**config.mk**
```make
export PLATFORM = sky130hd
export DESIGN_NAME = muldiv_unit_flat
export DESIGN_NICKNAME = d
export VERILOG_FILES = /design/src/rtl/muldiv_unit_if.sv /design/src/rtl/muldiv_unit.sv /design/src/flat_wrapper.sv
export SDC_FILE = /design/constraint.sdc
export NUM_CORES = 1
export LEC_CHECK = 0
export CORE_UTILIZATION = 50
export DETAILED_ROUTE_END_ITERATION = 10
export GPL_TIMING_DRIVEN = 1
export PLACE_DENSITY_LB_ADDON = 0.12
export SYNTH_ARGS = -nofsm -noshare
export SYNTH_HDL_FRONTEND = slang
export SYNTH_SLANG_ARGS = --single-unit
```
**constraint.sdc**
```tcl
create_clock -name clk -period 4.7 [get_ports clk]
set_input_delay 0.705 -clock clk [delete_from_list [all_inputs] [get_ports clk]]
set_output_delay 0.705 -clock clk [all_outputs]
set_load 0.02 [all_outputs]
```
**src/rtl/muldiv_unit_if.sv**
```systemverilog
// Operand/result bundle between the execute stage and the multiply/divide unit.
// The master side (control/datapath) drives the request; the unit drives status and HI/LO.
interface muldiv_unit_if;
  logic        start;
  logic [2:0]  MDControl;
  logic [31:0] A;
  logic [31:0] B;
  logic        Busy;
  logic        Done;
  logic        DivZero;
  logic [31:0] HI;
  logic [31:0] LO;

  modport master (
    output start, MDControl, A, B,
    input  Busy, Done, DivZero, HI, LO
  );

  modport slave (
    input  start, MDControl, A, B,
    output Busy, Done, DivZero, HI, LO
  );
endinterface

```
**src/rtl/muldiv_unit.sv**
```systemverilog
// Iterative MIPS multiply/divide unit producing HI/LO (MULT/MULTU/DIV/DIVU/MTHI/MTLO).
// Optional MULDIV_FAST_MUL_EN: single-edge combinational multiply; divides stay iterative.
module muldiv_unit (
  input  logic         clk,
  input  logic         reset,
  muldiv_unit_if.slave bus
);

  typedef enum logic [1:0] {IDLE, RUN, FIN} state_e;

  state_e      state_q, state_d;
  logic [31:0] hi_q, hi_d, lo_q, lo_d, opB_q, opB_d;
  logic [63:0] acc_q, acc_d;
  logic [5:0]  cnt_q, cnt_d;
  logic        isDiv_q, isDiv_d, qSign_q, qSign_d, rSign_q, rSign_d;
  logic        zero_q, zero_d, done_q, done_d, divZero_q, divZero_d;

  logic        isMulOp, isDivOp, opSigned;
  logic [31:0] magA, magB, quot, rem;
  logic [32:0] addSum, trial;
  logic [63:0] mulStep, divStep, fastProd;

  assign isMulOp  = (bus.MDControl[2:1] == 2'b00);
  assign isDivOp  = (bus.MDControl[2:1] == 2'b01);
  assign opSigned = ~bus.MDControl[0];
  assign magA     = (opSigned && bus.A[31]) ? -bus.A : bus.A;
  assign magB     = (opSigned && bus.B[31]) ? -bus.B : bus.B;

`ifdef MULDIV_FAST_MUL_EN
  localparam bit FastMul = 1'b1;
  logic [63:0] extA, extB;
  assign extA     = {{32{opSigned & bus.A[31]}}, bus.A};
  assign extB     = {{32{opSigned & bus.B[31]}}, bus.B};
  assign fastProd = extA * extB;
`else
  localparam bit FastMul = 1'b0;
  assign fastProd = '0;
`endif

  // acc holds {partial product, multiplier} or {partial remainder, dividend/quotient}
  assign addSum  = {1'b0, acc_q[63:32]} + {1'b0, opB_q};
  assign mulStep = acc_q[0] ? {addSum, acc_q[31:1]} : {1'b0, acc_q[63:1]};
  assign trial   = acc_q[63:31] - {1'b0, opB_q};
  assign divStep = trial[32] ? {acc_q[62:0], 1'b0} : {trial[31:0], acc_q[30:0], 1'b1};
  assign quot    = acc_q[31:0];
  assign rem     = acc_q[63:32];

  always_ff @(posedge clk) begin
    if (reset) begin
      state_q   <= IDLE;
      hi_q      <= '0;
      lo_q      <= '0;
      opB_q     <= '0;
      acc_q     <= '0;
      cnt_q     <= '0;
      isDiv_q   <= 1'b0;
      qSign_q   <= 1'b0;
      rSign_q   <= 1'b0;
      zero_q    <= 1'b0;
      done_q    <= 1'b0;
      divZero_q <= 1'b0;
    end else begin
      state_q   <= state_d;
      hi_q      <= hi_d;
      lo_q      <= lo_d;
      opB_q     <= opB_d;
      acc_q     <= acc_d;
      cnt_q     <= cnt_d;
      isDiv_q   <= isDiv_d;
      qSign_q   <= qSign_d;
      rSign_q   <= rSign_d;
      zero_q    <= zero_d;
      done_q    <= done_d;
      divZero_q <= divZero_d;
    end
  end

  always_comb begin
    state_d   = state_q;
    hi_d      = hi_q;
    lo_d      = lo_q;
    opB_d     = opB_q;
    acc_d     = acc_q;
    cnt_d     = cnt_q;
    isDiv_d   = isDiv_q;
    qSign_d   = qSign_q;
    rSign_d   = rSign_q;
    zero_d    = zero_q;
    done_d    = 1'b0;
    divZero_d = divZero_q;

    case (state_q)
      IDLE: begin
        if (bus.start) begin
          if (isMulOp && FastMul) begin
            {hi_d, lo_d} = fastProd;
            done_d       = 1'b1;
            divZero_d    = 1'b0;
          end else if (isMulOp || isDivOp) begin
            isDiv_d   = isDivOp;
            acc_d     = {32'b0, isDivOp ? magA : magB};
            opB_d     = isDivOp ? magB : magA;
            qSign_d   = opSigned & (bus.A[31] ^ bus.B[31]);
            rSign_d   = opSigned & bus.A[31];
            zero_d    = (bus.B == 32'd0);
            cnt_d     = '0;
            divZero_d = 1'b0;
            state_d   = RUN;
          end else if (bus.MDControl == 3'b100) begin
            hi_d = bus.A;
          end else if (bus.MDControl == 3'b101) begin
            lo_d = bus.A;
          end
        end
      end
      RUN: begin
        acc_d = isDiv_q ? divStep : mulStep;
        cnt_d = cnt_q + 6'd1;
        if (cnt_q == 6'd31) state_d = FIN;
      end
      FIN: begin
        // Zero divisor leaves rem equal to |A|, so the sign fix-up restores A itself
        if (isDiv_q) begin
          lo_d      = zero_q ? '1 : (qSign_q ? -quot : quot);
          hi_d      = rSign_q ? -rem : rem;
          divZero_d = zero_q;
        end else begin
          {hi_d, lo_d} = qSign_q ? -acc_q : acc_q;
        end
        done_d  = 1'b1;
        state_d = IDLE;
      end
      default: state_d = IDLE;
    endcase
  end

  assign bus.Busy    = (state_q != IDLE);
  assign bus.Done    = done_q;
  assign bus.DivZero = divZero_q;
  assign bus.HI      = hi_q;
  assign bus.LO      = lo_q;

endmodule
```
**src/flat_wrapper.sv**
```systemverilog
// flat-port wrapper written by rule: the top's interface ports become plain ports
module muldiv_unit_flat 
  (clk, reset, bus_start, bus_MDControl, bus_A, bus_B, bus_Busy, bus_Done, bus_DivZero, bus_HI, bus_LO);
  muldiv_unit_if bus_i ();
  input  logic clk;
  input  logic reset;
  input wire logic [$bits(bus_i.start)-1:0] bus_start;
  input wire logic [$bits(bus_i.MDControl)-1:0] bus_MDControl;
  input wire logic [$bits(bus_i.A)-1:0] bus_A;
  input wire logic [$bits(bus_i.B)-1:0] bus_B;
  output wire logic [$bits(bus_i.Busy)-1:0] bus_Busy;
  output wire logic [$bits(bus_i.Done)-1:0] bus_Done;
  output wire logic [$bits(bus_i.DivZero)-1:0] bus_DivZero;
  output wire logic [$bits(bus_i.HI)-1:0] bus_HI;
  output wire logic [$bits(bus_i.LO)-1:0] bus_LO;
  assign bus_i.start = bus_start;
  assign bus_i.MDControl = bus_MDControl;
  assign bus_i.A = bus_A;
  assign bus_i.B = bus_B;
  assign bus_Busy = bus_i.Busy;
  assign bus_Done = bus_i.Done;
  assign bus_DivZero = bus_i.DivZero;
  assign bus_HI = bus_i.HI;
  assign bus_LO = bus_i.LO;
  muldiv_unit u_core (.clk(clk), .reset(reset), .bus(bus_i));
endmodule
```
* After elaboration in Yosys (flattened, before gate mapping)
Cells that the tools add are included.
** Storage, ports and cells
- Logic and storage cells :: 90
- Register bits after elaboration :: 174
- Output and inout port bits :: 67
- Input port bits :: 70
** Cells by class
- Equality and inequality tests :: 14
- Reductions and logical operators :: 15
- Bitwise logic cells :: 4
- Mux-type cells :: 37
- Add/subtract/negate cells :: 8
** Operators with widths (number)
- $mux W32 :: 16
- $mux W64 :: 6
- $neg A32 Y32 :: 4
- $pmux W32 S2 :: 2
- $pmux W64 S2 :: 1
- $neg A64 Y64 :: 1
- $add A32 B32 Y33 :: 1
- $sub A33 B32 Y33 :: 1
- $logic_not A32 Y1 :: 1
- $mux W6 :: 2
- $pmux W6 S2 :: 1
- $ne A2 B1 Y1 const B :: 5
- $reduce_and A3 Y1 :: 3
- $reduce_and A4 Y1 :: 2
- $add A6 B1 Y6 const B :: 1
- $eq A3 B3 Y1 const B :: 2
- $eq A6 B5 Y1 const B :: 1
- $mux W2 :: 3
- $ne A2 B2 Y1 const B :: 3
- $reduce_bool A2 Y1 :: 3
- $reduce_and A5 Y1 :: 1
- $eq A2 B1 Y1 const B :: 2
- $logic_not A2 Y1 :: 2
- $mux W1 :: 4
- other kinds (8) :: 10

* Depth between registers and ports, before layout
- Depth in word-level cells :: 7
- Gate-level depth with buffers :: 14
- Mapped depth without buffers :: 12

* Worst setup path before layout
No wires, ideal clock.
- Path kind :: register to register
- Start :: register u_core.acc_q[31]
- End :: register u_core.acc_q[37]
- Setup slack :: 1621 ps
- Required time :: 4569 ps
- Period minus slack after synthesis :: 3079 ps
- Cell stages (with the launch flop) :: 14
- Buffers on the path :: 1
- Setup time :: 131 ps
- Arrival time :: 2948 ps
- Cell sequence :: dfxtp_1 -> inv_1 -> ha_1 -> fa_1 -> nand2b_1 -> a21oi_1 -> o21ai_1 -> a31o_2 -> a221o_1 -> nor2_4 -> buf_6 -> mux2_2 -> a21oi_1 -> o21ai_0
** Between the ends
- Cells in the longest elaborated chain, start to end :: 4
** Ends and longest elaborated chain
- start: declaration :: line muldiv_unit.sv:13 : logic [63:0] acc_q, acc_d;
- start signal: assignment :: line muldiv_unit.sv:54 : acc_q <= '0;
- start signal: assignment :: line muldiv_unit.sv:67 : acc_q <= acc_d;
- $sub A33 B32 Y33 :: line muldiv_unit.sv:43 : assign trial = acc_q[63:31] - {1'b0, opB_q};
- $mux W64 :: line muldiv_unit.sv:44 : assign divStep = trial[32] ? {acc_q[62:0], 1'b0} : {trial[31:0], acc_q[30:0], 1'b1};
- $mux W64 :: line muldiv_unit.sv:117 : acc_d = isDiv_q ? divStep : mulStep;
- $pmux W64 S2 :: line muldiv_unit.sv:92 : case (state_q)
Every way passes these cells.
A chain may end at the register's enable or synchronous reset.

* Final worst setup path
- Start :: register u_core.acc_q[31]
- End :: register u_core.acc_q[42]
Same word-level chain as after synthesis.

==> flow_summary.toml <==
[place]
placed_cells = 2460
gp_congestion = 0.998
numPortBuffers = 136
place_hpwl_um = 44600

[routing]
vias = 16200
drc = 0
drt_iter0_markers = 1647
wl_um = 57600
vias_per_cell = 6.52
firstDrtPassIters = 5
ant_nets = 0
wl_per_cell_um = 23.1

[run_status]
status = "finished clean"

[clocking]
cts_htree_levels = 4
root_buffer = "clkbuf_16"
cts_max_path_buffers = 2
clock_latency_ns = 0.45
clk_pin_slew_worst_paths_ns = 0.07
cts_buffers = 17
cts.sinks = 174
cts_setup_buffers = 0
cts_resized = 0
cts_tree = "yes"
ctsHoldBuffers = 0

[final_layout]
drive_gt1_frac = 0.0642
final_cell_count_no_fill = 2492
antennaDiodeCount = 0
post-route-util = 0.584
syn2layout_area_growth_pct = 14.2
nNetsFinal = 2230

[worst_setup_path]
crit_fanout = 15
path_delay_family = "compound AO/OA/AOI/OAI gates"
critPathCaptureType = "flip-flop"
criticalPathCategory = "flip-flop to flip-flop"
slowest_stage = "nor2_4"
cp-start-kind = "flip-flop"
cp.depth = 13
cpMostUsedCell = "a21oi_1"
critPathRequiredTime_ns = 5.04
r2r.worst_path.cells = 13
cp_num_buf_inv = 2
cp_cell_sequence = "inv_1 -> ha_1 -> fa_1 -> nand2b_1 -> a21oi_1 -> o21ai_1 -> a31o_2 -> a221o_1 -> nor2_4 -> buf_4 -> mux2i_1 -> a21oi_1 -> a22o_1"
worstPathArrival_ns = 4.36
slowest_delay_ns = 0.52

[die]
io_pins = 137
core_um2 = 29800
die_w_um = 177
initial_core_util = 0.511
dieArea_um2 = 31200
dieHeight_um = 177
rows = 63

[sta]
rsz0062_at_grt = "false"
drv_slew = 0
finalCriticalPeriod_ns = 4.01
relSlewSlack = 0.150
finalClockSkew_ns = 0.0126
finalHoldViolations = 0
setup_violations = 0
fmax_mhz = 249
fin_setup_tns_ns = 0
tightestPinTransition_ns = 1.27
fin_crit_sh = 0.854

[power_and_ir_drop]
power_density_nw_per_um2 = 270
ir_worst_vdd_mv = 0.283
p_leak_nw = 6.41

[logic_synthesis]
yosys-top-cells-count = "nand2_1, nor2_1, a21oi_1"
ys_seq_area_frac = 0.229
yosys_register_bits = 174
synth.net_count = 2189
yosys_warnings = 0
synth_top_area_share = 0.229
synth_edf_count = 0
synthTopCellsByArea = "dfxtp_1, a21oi_1, ha_1, mux2i_1, nand2_1"
netlist_instances = 2048
synth_area_per_cell_um2 = 7.44
synth_most_common_cell = "nand2_1"
syn-cell-area_um2 = 15200
yosysUniqueCellTypes = 89
synthArstFlopShare = 0
synthFlopType = "dfxtp_1"
synth_largest_area_cell = "dfxtp_1"

[global_routing]
gr-usage-all-layers = 0.366
grt_max_degree = 64
grt_pass1_vias = 14700
grt_pass1_wl_um = 87100
grt.overflow.total = 0
antenna_found_initial = 1

[min_path]
hold_class = "flip-flop to flip-flop"
hold_path_depth = 2

[flow_run]
cap_violations = 0
-- power by group --
part	leakage [nW]	switching [mW]	internal (mW)
Combinational	4.72	0.941	0.587
Clock	0.276	0.664	0.817
Sequential	1.42	0.135	1.55
-- through the flow --
stage	setup slack, ns	area [um^2]	power [mW]	hold slack, ns
after detailed placement	0.775	16800	3.20	0.450
after global routing	0.536	17400	4.88	0.485
after floorplan	1.62	15200	2.70	0.446
after CTS	0.740	17400	4.66	0.461
after global placement	0.919	16800	3.19	0.448
final	0.685	17400	4.69	0.465
-- layout by cell type (no fill, tap or decap), drive strengths merged, types with 6 or more instances in the layout --
| cell | n |
|---|---|
| clkdlybuf4s50 | 134 |
| a31oi | 22 |
| o22ai | 19 |
| and3 | 14 |
| nor2b | 18 |
| buf | 49 |
| xnor2 | 75 |
| o21ai | 115 |
| o41ai | 12 |
| clkbuf | 21 |
| or2 | 12 |
| dfxtp | 174 |
| a311oi | 14 |
| xor2 | 86 |
| a211oi | 41 |
| o31ai | 38 |
| a22oi | 6 |
| nand2 | 204 |
| nor3 | 46 |
| a211o | 7 |
| nand4 | 12 |
| and2 | 7 |
| nor4 | 27 |
| o21a | 12 |
| mux2i | 85 |
| ha | 69 |
| inv | 62 |
| o21bai | 11 |
| nand2b | 20 |
| nor3b | 7 |
| or3 | 21 |
| a21oi | 191 |
| a21o | 29 |
| o211ai | 78 |
| nor2 | 201 |
| a41oi | 6 |
| a22o | 11 |
| nand3 | 32 |
| a221oi | 29 |
| or4 | 16 |
-- registers in the layout, indices dropped and copies added (netlist names), 2 cells and up --
name	count
u_core.acc_q	64
u_core.bus.HI	32
u_core.bus.LO	32
u_core.cnt_q	6
u_core.opB_q	32
u_core.state_q	2
-- worst min-delay path, stage by stage (launching register included) --
cell and delay (ns):
dfxtp_1 0.31, nand2_1 0.05, a21oi_1 0.06
-- logic make-up after synthesis --
kind of cell,Yosys count,synth area share
mux,87,0.0573
flops,174,0.229
fa+ha+maj,71,0.0593
buf+inv,223,0.0586
xor+xnor,161,0.0925
compound gates,684,0.298
simple gates,648,0.206
-- worst paths after layout --
path	slack, ns	end	from
worst max-delay path	0.69	u_core.acc_q[42]	u_core.acc_q[31]
worst min-delay path	0.46	u_core.bus.HI[13]	u_core.bus.HI[13]
worst max register to register	0.69	u_core.acc_q[42]	u_core.acc_q[31]
worst min register to register	0.46	u_core.bus.HI[13]	u_core.bus.HI[13]
-- final cells by class --
| type | count | area [um^2] |
|---|---|---|
| flip-flops and latches | 174 | 3490 |
| clock buffers | 21 | 460 |
| clock inverters | 11 | 134 |
| multi-input cells | 1651 | 10900 |
| fillers | 2885 | 12400 |
| well taps | 390 | 488 |
| repair buffers | 183 | 1710 |
| inverters | 62 | 233 |
-- routing by layer --
layer	GRT usage	up-vias	routed length (um)
li1	-	7614	-
met1	0.502	7796	24900
met2	0.578	717	26100
met3	0.0472	120	4520
met4	0.142	0	2050
met5	0	-	0
No activity file was read; power rests on OpenSTA's default activity.
